<file path="src/rtl/fifo_read_arbiter.sv">
// Round-robin read-port scheduler for the async FIFO: grants one consumer at a time,
// bounds each grant by burst length and stall time, and tags popped words with the owner ID.
module fifo_read_arbiter #(
    parameter int NUM_REQ     = 4,
    parameter int DATA_WIDTH  = 8,
    parameter int MAX_BURST   = 4,
    parameter int STALL_LIMIT = 8,
    localparam int ID_W       = $clog2(NUM_REQ)
) (
    input  logic                  rclk,
    input  logic                  rrst,
    input  logic                  empty,
    input  logic [DATA_WIDTH-1:0] rdata,
    output logic                  r_en,
    input  logic [NUM_REQ-1:0]    req,
    input  logic [NUM_REQ-1:0]    rdy,
    output logic [NUM_REQ-1:0]    gnt,
    output logic                  out_valid,
    output logic [DATA_WIDTH-1:0] out_data,
    output logic [ID_W-1:0]       out_id,
    output logic                  busy
);

    typedef enum logic [0:0] {
        ST_IDLE  = 1'b0,
        ST_GRANT = 1'b1
    } state_t;

    state_t              state_r, state_n_s;
    logic [NUM_REQ-1:0]  gnt_r, gnt_n_s;
    logic [ID_W-1:0]     owner_r, owner_n_s;
    logic [ID_W-1:0]     last_owner_r, last_owner_n_s;
    logic [3:0]          burst_cnt_r, burst_cnt_n_s;
    logic [3:0]          stall_cnt_r, stall_cnt_n_s;
    logic                out_valid_r;
    logic [ID_W-1:0]     out_id_r;
    logic                r_en_s;
    logic [ID_W-1:0]     winner_s;
    logic                own_req_s;
    logic                own_rdy_s;
    logic                stall_cyc_s;
    logic                grant_done_s;

    // Round-robin pick: first set request after last_v, wrapping modulo NUM_REQ.
    function automatic logic [ID_W-1:0] rr_pick(input logic [NUM_REQ-1:0] req_v,
                                                input logic [ID_W-1:0]    last_v);
        logic [ID_W-1:0] pick_v;
        logic [ID_W-1:0] idx_v;
        int              idx;
        pick_v = last_v;
        for (int i = NUM_REQ; i >= 1; i--) begin
            idx = int'(last_v) + i;
            if (idx >= NUM_REQ) begin
                idx = idx - NUM_REQ;
            end else begin
                idx = idx;
            end
            idx_v = ID_W'(idx);
            if (req_v[idx_v]) begin
                pick_v = idx_v;
            end else begin
                pick_v = pick_v;
            end
        end
        return pick_v;
    endfunction

    assign winner_s    = rr_pick(req, last_owner_r);
    assign own_req_s   = req[owner_r];
    assign own_rdy_s   = rdy[owner_r];
    // Empty cycles are neutral: they neither advance nor clear the stall run.
    assign stall_cyc_s = own_req_s & ~own_rdy_s & ~empty;

    // Next-state, counter and pop-strobe logic for the IDLE/GRANT FSM.
    always_comb begin
        state_n_s      = state_r;
        gnt_n_s        = gnt_r;
        owner_n_s      = owner_r;
        last_owner_n_s = last_owner_r;
        burst_cnt_n_s  = burst_cnt_r;
        stall_cnt_n_s  = stall_cnt_r;
        r_en_s         = 1'b0;
        grant_done_s   = 1'b0;
        case (state_r)
            ST_IDLE: begin
                gnt_n_s = {NUM_REQ{1'b0}};
                if (req != {NUM_REQ{1'b0}}) begin
                    state_n_s     = ST_GRANT;
                    owner_n_s     = winner_s;
                    gnt_n_s       = {{(NUM_REQ-1){1'b0}}, 1'b1} << winner_s;
                    burst_cnt_n_s = 4'd0;
                    stall_cnt_n_s = 4'd0;
                end else begin
                    state_n_s = ST_IDLE;
                end
            end
            ST_GRANT: begin
                r_en_s = own_req_s & own_rdy_s & ~empty & ~rrst;
                if (r_en_s && (burst_cnt_r != 4'hF)) begin
                    burst_cnt_n_s = burst_cnt_r + 4'd1;
                end else begin
                    burst_cnt_n_s = burst_cnt_r;
                end
                if (empty) begin
                    stall_cnt_n_s = stall_cnt_r;
                end else if (stall_cyc_s && (stall_cnt_r != 4'hF)) begin
                    stall_cnt_n_s = stall_cnt_r + 4'd1;
                end else if (stall_cyc_s) begin
                    stall_cnt_n_s = stall_cnt_r;
                end else begin
                    stall_cnt_n_s = 4'd0;
                end
                grant_done_s = ~own_req_s
                             | (r_en_s & (burst_cnt_r == 4'(MAX_BURST - 1)))
                             | (stall_cyc_s & (stall_cnt_r == 4'(STALL_LIMIT - 1)));
                if (grant_done_s) begin
                    state_n_s      = ST_IDLE;
                    gnt_n_s        = {NUM_REQ{1'b0}};
                    last_owner_n_s = owner_r;
                    burst_cnt_n_s  = 4'd0;
                    stall_cnt_n_s  = 4'd0;
                end else begin
                    state_n_s = ST_GRANT;
                end
            end
            default: begin
                state_n_s = ST_IDLE;
                gnt_n_s   = {NUM_REQ{1'b0}};
            end
        endcase
    end

    // State, grant, counter and return-path registers with synchronous reset.
    always_ff @(posedge rclk) begin
        if (rrst) begin
            state_r      <= ST_IDLE;
            gnt_r        <= {NUM_REQ{1'b0}};
            owner_r      <= {ID_W{1'b0}};
            last_owner_r <= ID_W'(NUM_REQ - 1);
            burst_cnt_r  <= 4'd0;
            stall_cnt_r  <= 4'd0;
            out_valid_r  <= 1'b0;
            out_id_r     <= {ID_W{1'b0}};
        end else begin
            state_r      <= state_n_s;
            gnt_r        <= gnt_n_s;
            owner_r      <= owner_n_s;
            last_owner_r <= last_owner_n_s;
            burst_cnt_r  <= burst_cnt_n_s;
            stall_cnt_r  <= stall_cnt_n_s;
            out_valid_r  <= r_en_s;
            if (r_en_s) begin
                out_id_r <= owner_r;
            end else begin
                out_id_r <= out_id_r;
            end
        end
    end

    assign r_en      = r_en_s;
    assign gnt       = gnt_r;
    assign out_valid = out_valid_r;
    assign out_id    = out_id_r;
    assign out_data  = rdata;
    assign busy      = (state_r == ST_GRANT);

endmodule

</file>
<file path="config.mk">
export PLATFORM = sky130hd
export DESIGN_NAME = fifo_read_arbiter
export DESIGN_NICKNAME = d
export VERILOG_FILES = /design/src/rtl/fifo_read_arbiter.sv
export SDC_FILE = /design/constraint.sdc
export NUM_CORES = 1
export LEC_CHECK = 0
export CORE_MARGIN = 1.5
export CORE_UTILIZATION = 50
export DETAILED_ROUTE_END_ITERATION = 8
export HOLD_SLACK_MARGIN = 0.03
export PLACE_DENSITY = 0.9
export SLEW_MARGIN = 20
export SYNTH_ARGS = -nofsm -noshare
export SYNTH_HDL_FRONTEND = slang
export SYNTH_SLANG_ARGS = --single-unit
export TNS_END_PERCENT = 10
</file>
<file path="constraint.sdc">
create_clock -name rclk -period 3.6 [get_ports rclk]
set_input_delay 0.9 -clock rclk [delete_from_list [all_inputs] [get_ports rclk]]
set_output_delay 0.9 -clock rclk [all_outputs]
set_load 0.01 [all_outputs]
</file>
==> Word-level counts from Yosys, hierarchy flattened <==
Cells that the tools add are included.
{ "op_classes": {"n_addsub": 10, "n_lt_le_gt_ge": 9, "n_eq_ne": 9, "shift": 1, "n_mux": 36, "n_bitwise": 14, "n_reduce_logical": 7} }
{ "op_table": {"columns": ["op", "n"], "rows": [
  ["$mux W4", 9],
  ["$pmux W4 S2", 3],
  ["$mux W2", 8],
  ["$lt A2 B3 Y1 const B", 5],
  ["$bmux W1 S2", 6],
  ["$ge A3 B3 Y1 const B", 3],
  ["$mux W1", 9],
  ["$add A4 B1 Y4 const B", 2],
  ["$ne A4 B4 Y1 const B", 2],
  ["$sub A2 B1 Y2 const B", 4],
  ["$and A1 B1 Y1", 7],
  ["$add A2 B2 Y3 const B", 2],
  ["$reduce_and A2 Y1", 3],
  ["$not A1 Y1", 5],
  ["$add A2 B3 Y4 const B", 1],
  ["$eq A4 B2 Y1 const B", 1],
  ["$eq A4 B3 Y1 const B", 1],
  ["$ge A4 B3 Y1 const B", 1],
  ["$ne A4 B2 Y1 const B", 1],
  ["$reduce_bool A4 Y1", 1],
  ["$shl A1 B2 Y4 const A", 1],
  ["$add A2 B1 Y3 const B", 1],
  ["$ne A3 B1 Y1 const B", 1],
  ["$ne A3 B2 Y1 const B", 1],
  ["6 further kinds", 8]
]} }
{ "totals": {"reg_bits": 20, "in_bits": 19, "out_inout_bits": 17, "word_cells": 94} }

==> Logic depth before layout (Yosys ltp) <==
{ "logic_depth": {"ltp_word": 12, "depth_mapped": 7, "mapped_depth_nobuf": 6} }

==> Worst setup path after synthesis <==
OpenSTA, ideal clock, no wires.
{ "synth_path": {"path_type": "input port to output port", "from": "input rdy[3]", "to": "output r_en", "arrival_ps": 1931, "t_required_ps": 2700, "setup_slack_ps": 769, "path_stages": 4, "n_path_buf": 1, "cell_sequence": "mux4_2 > and3_1 > and2_1 > clkbuf_1"} }
{ "synth_between": {"elab_chain_cells": 6} }
{ "synth_rtl": {"columns": ["element", "line_no", "text"], "rows": [
  ["start, declared", "16", "input logic [NUM_REQ-1:0] rdy,"],
  ["$bmux W1 S2", "70", "assign own_rdy_s = rdy[owner_r];"],
  ["$mux W1 (not written as such)", "70", null],
  ["$and A1 B1 Y1 (3 in a row)", "98", "r_en_s = own_req_s & own_rdy_s & ~empty & ~rrst;"],
  ["$mux W1", "84", "case (state_r)"],
  ["end, declared", "14", "output logic r_en,"]
]} }
Every way passes these cells. The select of a mux whose other input is x is not followed.

==> Worst setup path in the final report <==
{ "layout_path": {"from": "input req[3]", "to": "output r_en"} }
{ "layout_between": {"elab_chain_cells": 6} }
{ "layout_rtl": {"columns": ["element", "line_no", "text"], "rows": [
  ["start, declared", "15", "input logic [NUM_REQ-1:0] req,"],
  ["$bmux W1 S2", "69", "assign own_req_s = req[owner_r];"],
  ["$mux W1 (not written as such)", "69", null],
  ["$and A1 B1 Y1 (3 in a row)", "98", null],
  ["$mux W1", "84", null]
]} }
Every way passes these cells. The select of a mux whose other input is x is not followed.

==> key figures <==
Outcome
  – Status: finished, final reports clean

Yosys
  – Post-synth design cell area: roughly 1200 um^2
  – Yosys cell types: 42
  – Post-synth EDFFs: 0
  – Synth area leaders: dfxtp_1, mux4_2, mux2i_1
  – Synth Net Count: roughly 160
  – Cell taking the most area after synthesis: dfxtp_1
  – Gate Count Post-Synth: between 100 and 150
  – Mean Syn Cell Area: 8.79 um^2
  – Synth top area share: 32.5%
  – Yosys warns: 0
  – #FFs+latches synth: 20
  – Sequential area share after synthesis: between 30 and 40%
  – Ys async rst share: 0%
  – Main synth FF type: dfxtp_1

Die
  – Die width: 52.6 um
  – Initial Util: 54.1%
  – # IOs: 36
  – Die H: roughly 53 um
  – Total die area: 2770 um^2
  – Row Count: 17
  – Core area: ~2300 um^2

Timing
  – RSZ-0062 raised after global routing: false
  – Slew HR: 57.2%
  – Worst-margin pin slew: 637 ps
  – Final hold violation count: 0
  – F_max: 305 MHz
  – Clk_skew: 3.88 ps
  – Hold Slack: 500 ps
  – Slew Viols, Final: 0
  – Final setup viols: 0
  – Crit share post-route: 90.9%
  – Period minus WS final: between 3000 and 4000 ps

Cells and area
  – Fill cell count: between 150 and 200
  – Diodes inserted: 0
  – Final net count: 180
  – Post-route cell area: about 1500 um^2
  – Area grow syn2layout: 20.7%
  – Most frequent cells in the layout: dfxtp_1, clkdlybuf4s50_1, nor2_1
  – Commonest non-fill, non-tap cell in the layout: dfxtp_1
  – Layout cells sized above 1: 13.9%

Detailed routing
  – Total number of vias: 1097
  – DRC Markers: 0
  – DR pass1 iterations: 4
  – Vias per cell: 5.90
  – WL final: 2.81 mm
  – Post-DRT Antenna Nets: 0
  – DR WL/cell: 15.1 um
  – Initial DRC count: 17

Global route
  – Tot GR Track Use: 22.9%
  – Largest net degree at the start of global routing: 16
  – Initial antenna violation count: 0
  – First-pass GRT wire length: 4.67 mm
  – Number of global-route vias before repair: about 1000
  – Remaining Overflow, GRT: 0

Clock tree
  – H-tree depth: 1
  – Cts-stage hold buffer count: 0
  – Worst-path clk slew: 120 ps
  – Clk root buf: clkbuf_4
  – Clk_lat worst skew: 300 ps
  – Clock Sinks: 20
  – Clk buf depth: 2
  – CTS tree: yes
  – CTS Buf Count: 3

Critical path
  – Setup CP Type: in2out
  – Crit end category: output port
  – WP data arrival: 2370 ps
  – WP data required: 2700 ps
  – Critical-path top delay cell: mux4_2
  – CP max stage delay: 500 ps
  – Crit-path max FO: 5
  – Setup crit start kind: primary input
  – Critical-path cell list: clkdlybuf4s50_1 -> mux4_2 -> and3_4 -> and2_1 -> dlymetal6s2s_1

Placement
  – Cell Area, Placed: 1420 um^2
  – DP HPWL: 2.08 mm
  – Final Wtd Congestion: 0.864
  – Port Buf Inserts: 19

Power
  – Register share of total power: 44.7%
  – Combinational power share: between 20 and 25%
  – Sw Share: 26.3%
  – Pwr/cell area: between 300 and 400 nW/um^2
  – Leakage power total: 0.564 nW
  – Worst vdd ir: 0.000306 V
  – Cell-internal power: roughly 400 uW
  – Switching pwr: 147 uW
  – Clk pwr share: about a third

Run
  – Max-Cap Viols: 0

Hold path
  – Hold Path Class: reg2reg
## cells in the mapped netlist (all sizes together) (2+ instances only)
cell type and number:
inv 9, a2bb2oi 2, dfxtp 20, mux4 3
mux2i 6, nor4b 2, nand2 11, nand4 3
nor2 13, ha 2, a31oi 2, o21ai 6
buf 10, and2 2, nand3 6, nand2b 6
a21oi 5, and4 2, a22oi 2, nor4 4
clkbuf 4, nor3 2, and3 2, o31ai 5
## cell type report
class / instances / area, um^2 / area share, %
multi-input cells: 97 / 704 / 47.4
inverters: 9 / 33.8 / 2.27
repair buffers: 28 / 260 / 17.5
clock buffers: 3 / 22.5 / 1.52
well taps: 28 / 35.0 / 2.36
clock inverters: 1 / 30.0 / 2.02
flip-flops and latches: 20 / 400 / 26.9
## stage by stage
stage	instances	total power [mW]	TNS (ps)	setup WS, ps	utilization, %
6_report	186	0.558	0	326	65.3
5_1_grt	186	0.583	0	274	65.3
4_1_cts	186	0.561	0	18.8	65.2
3_5_place_dp	181	0.372	-56.2	-56.2	62.3
3_3_place_gp	181	0.368	-25.0	-25.0	62.3
2_1_floorplan	140	0.337	0	769	-
## worst paths after layout
kind / startpoint / end / slack, ps / cells past startpoint
max: req[3] / r_en / 330 / 5
min: stall_cnt_r[1] / stall_cnt_r[1] / 500 / 2
max reg2reg: owner_r[0] / burst_cnt_r[3] / 1200 / 6
min reg2reg: stall_cnt_r[1] / stall_cnt_r[1] / 500 / 2
## state kept, by name, indices dropped and copies added, names as in the netlist
signal	flops
owner_r	2
stall_cnt_r	4
out_id	2
out_valid	1
last_owner_r	2
busy	1
gnt	4
burst_cnt_r	4
## critical path: cells and delay by family
family,cells,cell delay [ps]
AND/OR/NAND/NOR,2,380
multiplexers,1,500
buffers and inverters,2,590
## per-layer routing
metal	track usage, %	vias up	routed length, um
li1	-	535	-
met1	26.5	523	1180
met2	40.6	35	1480
met3	4.00	4	125
met4	10.3	0	30
met5	0	-	0
## power groups by stage
stage	Clock (mW)	Combinational, mW	Sequential (mW)
final	0.185	0.124	0.250
after global routing	0.198	0.134	0.252
after CTS	0.189	0.123	0.249
after detailed placement	0	0.118	0.254
after global placement	0	0.115	0.253
after floorplan	0	0.0914	0.246
## cell families after synthesis
logic type | after synthesis | synth area share (%)
adder cells (fa/ha/maj) | 2 | 2.03
multiplexers | 9 | 10.4
AND/OR/NAND/NOR | 58 | 28.2
buffers and inverters | 23 | 10.7
AO/OA/AOI/OAI | 27 | 15.5
XOR/XNOR | 1 | 0.712
flip-flops | 20 | 32.5
## what timing repair did
item                       4_1_cts  5_1_grt
setup endpoints to repair        1        1
setup buffers                    1        0
hold endpoints to repair         0        0
gates resized for setup          1        1
No activity file was read; power rests on OpenSTA's default activity.
